==> src/rtl/ext_sleep_ctl_pkg.sv <==
// Shared constants for the external sleep-request front end.
// State encodings, default parameter values and interrupt count.
// Imported by ext_sleep_ctl and sync_filt.
package ext_sleep_ctl_pkg;

   localparam int ESC_SYNC_STAGES_DEF = 2;
   localparam int ESC_FILT_LEN_DEF    = 8;
   localparam int ESC_REQ_TMO_DEF     = 200;
   localparam int INT_COUNT           = 6;
   // Wide enough for FILT_LEN up to 15.
   localparam int ESC_CNT_W           = 4;

   typedef enum logic [1:0] {
      ESC_ST_AWAKE  = 2'd0,
      ESC_ST_REQ    = 2'd1,
      ESC_ST_ASLEEP = 2'd2,
      ESC_ST_WAKE   = 2'd3
   } esc_state_e;

endpackage

==> src/rtl/ext_sleep_ctl_sync.sv <==
// Synchroniser + per-pin glitch filter + bypass mux for one async pin.
// Latency: SYNC_STAGES cycles to the sync output, FILT_LEN more to flip the filter (combinational out).
// No backpressure; level signal, changes only after FILT_LEN consecutive mismatching cycles.
module sync_filt
   import ext_sleep_ctl_pkg::*;
#(
   parameter int   SYNC_STAGES = ESC_SYNC_STAGES_DEF,
   parameter int   FILT_LEN    = ESC_FILT_LEN_DEF,
   parameter logic RST_VAL     = 1'b0
) (
   input  logic clk,
   input  logic rst,
   input  logic bypass,
   input  logic pin,
   output logic lvl
);

   localparam logic [ESC_CNT_W-1:0] CNT_LAST = ESC_CNT_W'(FILT_LEN - 1);

   logic [SYNC_STAGES-1:0] sync;
   logic                   sync_out;
   logic                   bypass_q;
   logic                   filt;
   logic [ESC_CNT_W-1:0]   cnt;

   assign sync_out = sync[SYNC_STAGES-1];

   // Shift the async pin through the synchroniser chain.
   always_ff @(posedge clk or posedge rst) begin
      if (rst) sync <= {SYNC_STAGES{RST_VAL}};
      else     sync <= {sync[SYNC_STAGES-2:0], pin};
   end

   // Remember the previous bypass setting so a toggle can be detected.
   always_ff @(posedge clk or posedge rst) begin
      if (rst) bypass_q <= 1'b0;
      else     bypass_q <= bypass;
   end

   // Filter: count consecutive mismatches, flip after FILT_LEN of them.
   // While bypassed the filtered level shadows the sync output so that
   // leaving bypass does not produce a stale-level glitch.
   always_ff @(posedge clk or posedge rst) begin
      if (rst) begin
         filt <= RST_VAL;
         cnt  <= '0;
      end else if (bypass || (bypass != bypass_q)) begin
         filt <= sync_out;
         cnt  <= '0;
      end else if (sync_out == filt) begin
         cnt <= '0;
      end else if (cnt == CNT_LAST) begin
         filt <= ~filt;
         cnt  <= '0;
      end else if (cnt != '1) begin
         cnt <= cnt + 1'b1;
      end
   end

   assign lvl = bypass ? sync_out : filt;

endmodule

==> src/rtl/ext_sleep_ctl.sv <==
// Sleep-request front end: filters pin + 6 interrupts, runs REQ/ACK handshake FSM.
// Latency: pin edge to output SYNC_STAGES+FILT_LEN+1 cycles (SYNC_STAGES+1 in bypass).
// No backpressure; request aborts after REQ_TMO cycles without core frozen.
module ext_sleep_ctl
   import ext_sleep_ctl_pkg::*;
#(
   parameter int SYNC_STAGES = ESC_SYNC_STAGES_DEF,
   parameter int FILT_LEN    = ESC_FILT_LEN_DEF,
   parameter int REQ_TMO     = ESC_REQ_TMO_DEF
) (
   input  logic                 SYSCLKF,
   input  logic                 RESET_D1_R,
   input  logic                 CFG_FILT_BYPASS,
   input  logic                 EXT_SLEEPREQ_PIN,
   input  logic [INT_COUNT-1:0] EXT_INTREQ_PIN_N,
   input  logic                 SL_HALT_ANY_R,
   input  logic                 SL_SLEEPSYS_C0_R,
   output logic                 EXT_SLEEPREQ_R,
   output logic [INT_COUNT-1:0] INTREQ_N,
   output logic                 EXT_SLEEPACK_R,
   output logic                 EXT_SLEEPERR_R
);

   localparam logic [7:0] TMO_LAST = 8'(REQ_TMO - 1);

   logic                 freq;
   logic [INT_COUNT-1:0] int_lvl;
   esc_state_e           state;
   esc_state_e           nxt;
   logic                 tmo_hit;
   logic [7:0]           tmo;

   sync_filt #(
      .SYNC_STAGES (SYNC_STAGES),
      .FILT_LEN    (FILT_LEN),
      .RST_VAL     (1'b0)
   ) u_req_filt (
      .clk    (SYSCLKF),
      .rst    (RESET_D1_R),
      .bypass (CFG_FILT_BYPASS),
      .pin    (EXT_SLEEPREQ_PIN),
      .lvl    (freq)
   );

   for (genvar i = 0; i < INT_COUNT; i++) begin : g_int
      sync_filt #(
         .SYNC_STAGES (SYNC_STAGES),
         .FILT_LEN    (FILT_LEN),
         .RST_VAL     (1'b1)
      ) u_int_filt (
         .clk    (SYSCLKF),
         .rst    (RESET_D1_R),
         .bypass (CFG_FILT_BYPASS),
         .pin    (EXT_INTREQ_PIN_N[i]),
         .lvl    (int_lvl[i])
      );
   end

   // Interrupts pass straight through a register; no handshake gating.
   always_ff @(posedge SYSCLKF or posedge RESET_D1_R) begin
      if (RESET_D1_R) INTREQ_N <= {INT_COUNT{1'b1}};
      else            INTREQ_N <= int_lvl;
   end

   // Timeout counter: zero outside ST_REQ, so every entry starts from 0.
   always_ff @(posedge SYSCLKF or posedge RESET_D1_R) begin
      if (RESET_D1_R)              tmo <= '0;
      else if (state != ESC_ST_REQ) tmo <= '0;
      else if (tmo != 8'hFF)       tmo <= tmo + 8'd1;
   end

   // Next-state logic; within ST_REQ sleep beats drop beats timeout.
   always_comb begin
      nxt     = state;
      tmo_hit = 1'b0;
      case (state)
         ESC_ST_AWAKE: begin
            if (freq) nxt = ESC_ST_REQ;
         end
         ESC_ST_REQ: begin
            if (SL_SLEEPSYS_C0_R) begin
               nxt = ESC_ST_ASLEEP;
            end else if (!freq) begin
               nxt = ESC_ST_WAKE;
            end else if (tmo == TMO_LAST) begin
               nxt     = ESC_ST_WAKE;
               tmo_hit = 1'b1;
            end
         end
         ESC_ST_ASLEEP: begin
            if (!freq || !SL_SLEEPSYS_C0_R) nxt = ESC_ST_WAKE;
         end
         ESC_ST_WAKE: begin
            // Request is ignored here; it is only seen again from ST_AWAKE.
            if (!SL_SLEEPSYS_C0_R && !SL_HALT_ANY_R) nxt = ESC_ST_AWAKE;
         end
         default: nxt = ESC_ST_AWAKE;
      endcase
   end

   // State register plus outputs decoded from the next state.
   // ASLEEP is only reachable from REQ, so ACK always follows a REQ cycle.
   always_ff @(posedge SYSCLKF or posedge RESET_D1_R) begin
      if (RESET_D1_R) begin
         state          <= ESC_ST_AWAKE;
         EXT_SLEEPREQ_R <= 1'b0;
         EXT_SLEEPACK_R <= 1'b0;
         EXT_SLEEPERR_R <= 1'b0;
      end else begin
         state          <= nxt;
         EXT_SLEEPREQ_R <= (nxt == ESC_ST_REQ) || (nxt == ESC_ST_ASLEEP);
         EXT_SLEEPACK_R <= (nxt == ESC_ST_ASLEEP);
         EXT_SLEEPERR_R <= tmo_hit;
      end
   end

endmodule
==> config.mk <==
export PLATFORM = sky130hd
export DESIGN_NAME = ext_sleep_ctl
export DESIGN_NICKNAME = d
export VERILOG_FILES = /design/src/rtl/ext_sleep_ctl_pkg.sv /design/src/rtl/ext_sleep_ctl_sync.sv /design/src/rtl/ext_sleep_ctl.sv
export SDC_FILE = /design/constraint.sdc
export NUM_CORES = 1
export LEC_CHECK = 0
export CELL_PAD_IN_SITES_DETAIL_PLACEMENT = 1
export CELL_PAD_IN_SITES_GLOBAL_PLACEMENT = 1
export CORE_UTILIZATION = 45
export CTS_CLUSTER_DIAMETER = 120
export DETAILED_ROUTE_END_ITERATION = 10
export PLACE_DENSITY = 0.78
export REMOVE_ABC_BUFFERS = 1
export SYNTH_ARGS = -nofsm -noshare
export SYNTH_HDL_FRONTEND = slang
export SYNTH_SLANG_ARGS = --single-unit
export TNS_END_PERCENT = 30
==> constraint.sdc <==
create_clock -name SYSCLKF -period 3.05 [get_ports SYSCLKF]
set_input_delay 0.915 -clock SYSCLKF [delete_from_list [all_inputs] [get_ports SYSCLKF]]
set_output_delay 0.915 -clock SYSCLKF [all_outputs]
set_load 0.005 [all_outputs]
# Word-level counts from Yosys, hierarchy flattened
# Index checks and enable logic that the tools add are counted.
[op_classes] n_reduce_logical=30 bitwise=7 eq_ne=37 muxes=69 n_addsub=8
[op_table] op="$mux W4" count=28
[op_table] op="$mux W1" count=32
[op_table] op="$add A4 B1 Y4 const B" count=7
[op_table] op="$eq A4 B3 Y1 const B" count=7
[op_table] op="$ne A4 B4 Y1 const B" count=7
[op_table] op="$reduce_bool A4 Y1" count=7
[op_table] op="$mux W8" count=2
[op_table] op="$reduce_bool A2 Y1" count=8
[op_table] op="$reduce_and A2 Y1" count=7
[op_table] op="$mux W2" count=6
[op_table] op="$ne A2 B2 Y1 const B" count=5
[op_table] op="$add A8 B1 Y8 const B" count=1
[op_table] op="$eq A8 B8 Y1 const B" count=1
[op_table] op="$ne A8 B8 Y1 const B" count=1
[op_table] op="$pmux W2 S4" count=1
[op_table] op="$eq A1 B1 Y1" count=7
[op_table] op="$not A1 Y1" count=7
[op_table] op="$eq A2 B2 Y1 const B" count=3
[op_table] op="$ne A2 B1 Y1 const B" count=3
[op_table] op="$eq A2 B1 Y1 const B" count=2
[op_table] op="$logic_not A1 Y1" count=3
[op_table] op="$logic_or A1 B1 Y1" count=3
[op_table] op="$logic_not A2 Y1" count=1
[op_table] op="$logic_and A1 B1 Y1" count=1
[op_table] op="$ne A1 B1 Y1" count=1
[totals] wordCells=179 reg_bits=69 in_bits=12 out_inout_bits=9

# Logic depth before layout (Yosys ltp)
[logic_depth] depth_word=7 ltp_mapped=6 mapped_depth_nobuf=6

# Cells and area by module
# Synthesis repeated with hierarchy kept, for this count alone.
[unflattened] cells_unflattened=267 area_unflattened_um2=3218.1
[by_module_without_submodules] mod="sync_filt (g_int[0].u_int_filt ...)" cells_each=28 area_per_inst_um2=346.6 instances=6
[by_module_without_submodules] mod="ext_sleep_ctl" cells_each=71 area_per_inst_um2=793.3 instances=1
[by_module_without_submodules] mod="sync_filt (u_req_filt)" cells_each=28 area_per_inst_um2=345.3 instances=1

# Least setup slack after synthesis
# OpenSTA, ideal clock, no wires.
[synth_path] path_type="input -> register" from="in CFG_FILT_BYPASS" to="reg EXT_SLEEPREQ_R" path_buffers=1 required_ns=2.937 path_stages=6 setup_slack_ns=0.997 setup_time_ns=0.113 arrival_time_ns=1.940 cell_sequence="buf_6 mux2i_1 mux2_2 o22a_1 ha_1 inv_1"
[synth_via] elab_chain_cells=7 word_cells_on_any_way=11 cone_classes="2 x eq/ne; 6 x mux; 3 x reduce/logical"
[synth_rtl] item="from (decl)" line_no="ext_sleep_ctl.sv:13" rtl="input logic CFG_FILT_BYPASS,"
[synth_rtl] item="$mux W1 *" line_no="ext_sleep_ctl_sync.sv:60" rtl="assign lvl = bypass ? sync_out : filt;"
[synth_rtl] item="$logic_not A1 Y1" line_no="ext_sleep_ctl.sv:91" rtl="if (!freq || !SL_SLEEPSYS_C0_R) nxt = ESC_ST_WAKE;"
[synth_rtl] item="$logic_or A1 B1 Y1" line_no="ext_sleep_ctl.sv:91"
[synth_rtl] item="$mux W2" line_no="ext_sleep_ctl.sv:91"
[synth_rtl] item="$pmux W2 S4 *" line_no="ext_sleep_ctl.sv:76" rtl="case (state)"
[synth_rtl] item="$eq A2 B1 Y1 or $eq A2 B2 Y1 (tied branches)" line_no="ext_sleep_ctl.sv:111" rtl="EXT_SLEEPREQ_R <= (nxt == ESC_ST_REQ) || (nxt == ESC_ST_ASLEEP);"
[synth_rtl] item="$logic_or A1 B1 Y1 *" line_no="ext_sleep_ctl.sv:111"
[synth_rtl] item="to (signal assigned)" line_no="ext_sleep_ctl.sv:111"
[synth_rtl] item="to (decl)" line_no="ext_sleep_ctl.sv:18" rtl="output logic EXT_SLEEPREQ_R,"
# Every way passes the cells marked *; elsewhere a longest branch is shown, timed or not.
# A chain may end at the register's enable or synchronous reset.

# Worst setup path in the final report
[layout_path] from="in CFG_FILT_BYPASS" to="reg EXT_SLEEPREQ_R"
[layout_via] elab_chain_cells=7 word_cells_on_any_way=11 cone_classes="2 x eq/ne; 6 x mux; 3 x reduce/logical"
[layout_rtl] item="$mux W1 *" line_no="ext_sleep_ctl_sync.sv:60"
[layout_rtl] item="$logic_not A1 Y1" line_no="ext_sleep_ctl.sv:91"
[layout_rtl] item="$logic_or A1 B1 Y1" line_no="ext_sleep_ctl.sv:91"
[layout_rtl] item="$mux W2" line_no="ext_sleep_ctl.sv:91"
[layout_rtl] item="$pmux W2 S4 *" line_no="ext_sleep_ctl.sv:76"
[layout_rtl] item="net nxt[1]" line_no="ext_sleep_ctl.sv:29" rtl="esc_state_e nxt;"
[layout_rtl] item="$eq A2 B1 Y1 or $eq A2 B2 Y1 (tied branches)" line_no="ext_sleep_ctl.sv:111"
[layout_rtl] item="$logic_or A1 B1 Y1 *" line_no="ext_sleep_ctl.sv:111"
# Mark *: on every way through the listed nets, which the timed path passes. The rest lies on a longest branch.

==> results by group <==
Status
  • Outcome: finished, final reports clean

Route
  • Drt pass-1 iters: 4
  • Via density: between 5 and 6
  • Vias: approximately 2000
  • Post-route ant nets: 0
  • Routed len/inst: 16.2 um
  • DRT iter0 DRCs: 130
  • Residual DRC: 0
  • WL final: a little under 6000 um

Clock network
  • CTS buffer count: 9
  • Clock sinks: 69
  • Clk_lat worst skew: 320 ps
  • Clock root buffer: clkbuf_8
  • H-tree levels: 3
  • CTS tree: yes
  • Hold_buf cts: 0
  • Postcts setup bufs: 0
  • CTS resizes: 0
  • Clk buf depth: 2
  • Clk slew on worst S/H paths: around 70 ps

Synthesis
  • Synth Area in Compound Gates: 0.0682
  • Post-synth EDFFs: 0
  • Post-Synth Adder-Cell Area: 0.0375
  • Syn Std Cell Area: about 0.003 mm^2
  • Multiplexer share of the synthesized area: 0.0824
  • Post-Synth XOR/XNOR Area: 0.0408
  • Main combinational cell family by area after synthesis: simple AND/OR/NAND/NOR gates
  • Post-synthesis sequential area ratio: 0.584
  • Mapped Avg Cell Area: ~12 um^2
  • Synthesized flop and latch total: roughly 70
  • Dominant synthesized flop cell: dfrtp_1
  • Post-synth cell types: 38
  • Synthesized instance count: 255
  • Yosys warns: 0
  • Post-synthesis async set-or-reset flop share: 1.00
  • Post-Synth Simple-Gate Area: 0.175

Finish
  • Most common cell after layout, fill and taps aside: dfrtp_1
  • Commonest cells after routing, fill and taps aside: dfrtp_1, nor2_1, dfstp_2
  • Design Area, Final: roughly 0.0035 mm^2
  • P&R area growth vs syn: 15.7%
  • Final nets: 306
  • Number of diodes: 0
  • Post-route insts no fill: about 370
  • Util after Layout: 0.545
  • Layout cell share with drive strength beyond 1: 0.217
  • Fill count: about 670

Power and ir drop
  • LEAKAGE: roughly 1.5 nW
  • Final total power: a little under 2 mW
  • Peak supply drop: about 0.36 mV
  • Power Dens Cells: ~570 mW/mm^2

Floorplanning
  • Core box area: ~0.0064 mm^2
  • Vert. Die Dim: 83.7 um
  • Die Span X: 83.7 um
  • Io pins: 21
  • Initial Util: 0.471
  • Num rows: 29
  • Die area: roughly 0.0070 mm^2

Timing
  • Final WS setup: around 650 ps
  • Final Cycle Share: 0.788
  • RSZ-0062 raised after global routing: false
  • Fin. max-slew vios: 0
  • Slew HR: 0.607
  • Final Hold Fails: 0
  • Hold WS: ~350 ps
  • Max Clk Rate: about 420 MHz
  • Minimum clock period: about 2400 ps
  • Slew @ Worst Pin: between 500 and 600 ps
  • Final setup TNS: 0 ps
  • Setup Viol. Count Final: 0
  • Setup Skew: 7.30 ps

Setup path
  • Reg-to-reg endpoint: EXT_SLEEPREQ_R
  • Crit. End Element: flop
  • Reg-to-reg slack, setup: roughly 850 ps
  • CP max FO: 4
  • Crit Path Class: input pin to flop
  • R2R depth: 6
  • FF-to-FF Start: tmo[0]
  • Arrival @ worst endpoint: 2620 ps
  • Req. time, crit path: 3270 ps
  • Worst Setup Start Kind: input pin

GRT
  • Number of global-route vias before repair: approximately 2200
  • Largest net degree at the start of global routing: 70
  • GRT overflow: 0
  • GR Util met2: 0.326
  • Total GRT Usage: 0.195
  • Met1 Use GR: 0.243
  • Initial antenna violation count: 0
  • GRT busiest layer: met2
  • Met3 Track Usage GR: 0.0386
  • First-pass GRT wire length: between 10000 and 15000 um

Placement
  • Pre-CTS setup slack: 435 ps
  • Inst Count DP: ~350
  • Routability cong.: 0.762
  • DP HPWL: ~4000 um
  • Buffers on Ports: 20
  • Cell Area, Placed: 0.00331 mm^2

Min path
  • Hold Path Depth: 0
  • Min-Delay Endpoint: g_int[1].u_int_filt.sync[1]
  • Worst Hold Class: flop to flop
  • Hold Crit Start: g_int[1].u_int_filt.sync[0]

Run
  • Max cap viols: 0
[cell type report]
| class | count | area [um^2] | area share |
|---|---|---|---|
| inverters | 3 | 11.3 | 0.00324 |
| flip-flops and latches | 69 | 1760 | 0.505 |
| clock buffers | 14 | 163 | 0.0467 |
| clock inverters | 2 | 10.0 | 0.00288 |
| well taps | 77 | 96.3 | 0.0277 |
| multi-input cells | 180 | 1210 | 0.349 |
| repair buffers | 22 | 228 | 0.0654 |
[worst max-delay path, stage by stage]
cell             delay (ps)
clkdlybuf4s50_1         560
mux2i_1                 160
a2111oi_0               490
nor2_1                  150
ha_1                    300
inv_1                    30
[worst max path at each step]
stage | to | start | slack, ps
after floorplan | EXT_SLEEPACK_R | RESET_D1_R | 430
after global placement | EXT_SLEEPREQ_R | CFG_FILT_BYPASS | 550
after detailed placement | EXT_SLEEPREQ_R | CFG_FILT_BYPASS | 430
after CTS | EXT_SLEEPREQ_R | CFG_FILT_BYPASS | 630
after global routing | EXT_SLEEPREQ_R | CFG_FILT_BYPASS | 450
final | EXT_SLEEPREQ_R | CFG_FILT_BYPASS | 650
[registers in the layout (all words and copies together), names as in the netlist]
signal	cells
g_int.u_int_filt.cnt	24
g_int.u_int_filt.sync	12
tmo	8
INTREQ_N	6
g_int.u_int_filt.filt	6
u_req_filt.cnt	4
state	2
u_req_filt.sync	2
EXT_SLEEPACK_R	1
EXT_SLEEPERR_R	1
EXT_SLEEPREQ_R	1
g_int.u_int_filt.bypass_q	1
u_req_filt.filt	1
[routing by layer]
metal	vias up	wire length, um
met2	35	3010
met4	0	78
met3	7	157
met1	1035	2710
met5	-	0
li1	967	-
[cell usage after synthesis (2+ instances only)]
library cell | count | area share
o21ai_0 | 8 | 0.013
a31oi_1 | 3 | 0.0062
nand4b_1 | 7 | 0.020
o21ai_2 | 3 | 0.0087
a211oi_1 | 5 | 0.012
ha_1 | 9 | 0.037
nor2_1 | 35 | 0.044
a21oi_1 | 6 | 0.010
nand3_1 | 11 | 0.018
nand2_1 | 17 | 0.021
nor3_1 | 12 | 0.020
nor3b_1 | 2 | 0.0050
nand2b_1 | 4 | 0.0083
dfrtp_1 | 45 | 0.37
dfstp_2 | 24 | 0.21
xor2_1 | 14 | 0.041
nand4_1 | 5 | 0.010
inv_1 | 3 | 0.0037
mux2i_1 | 9 | 0.030
and4_1 | 2 | 0.0058
mux2_2 | 14 | 0.052
[report_power, final]
group          internal [mW]  switching, mW  total (mW)
clock network          0.339          0.328       0.667
registers              0.999         0.0656        1.06
logic                  0.127          0.110       0.237
total                   1.46          0.504        1.97
[kinds of logic after synthesis]
kind of cell,after synthesis
DFF,69
and+or+nand+nor,103
buffers and inverters,6
adders and majority gates,9
xor gates and xnor gates,14
muxes,23
AOI/OAI and AO/OA,31
Power figures use the tool's default switching activity.
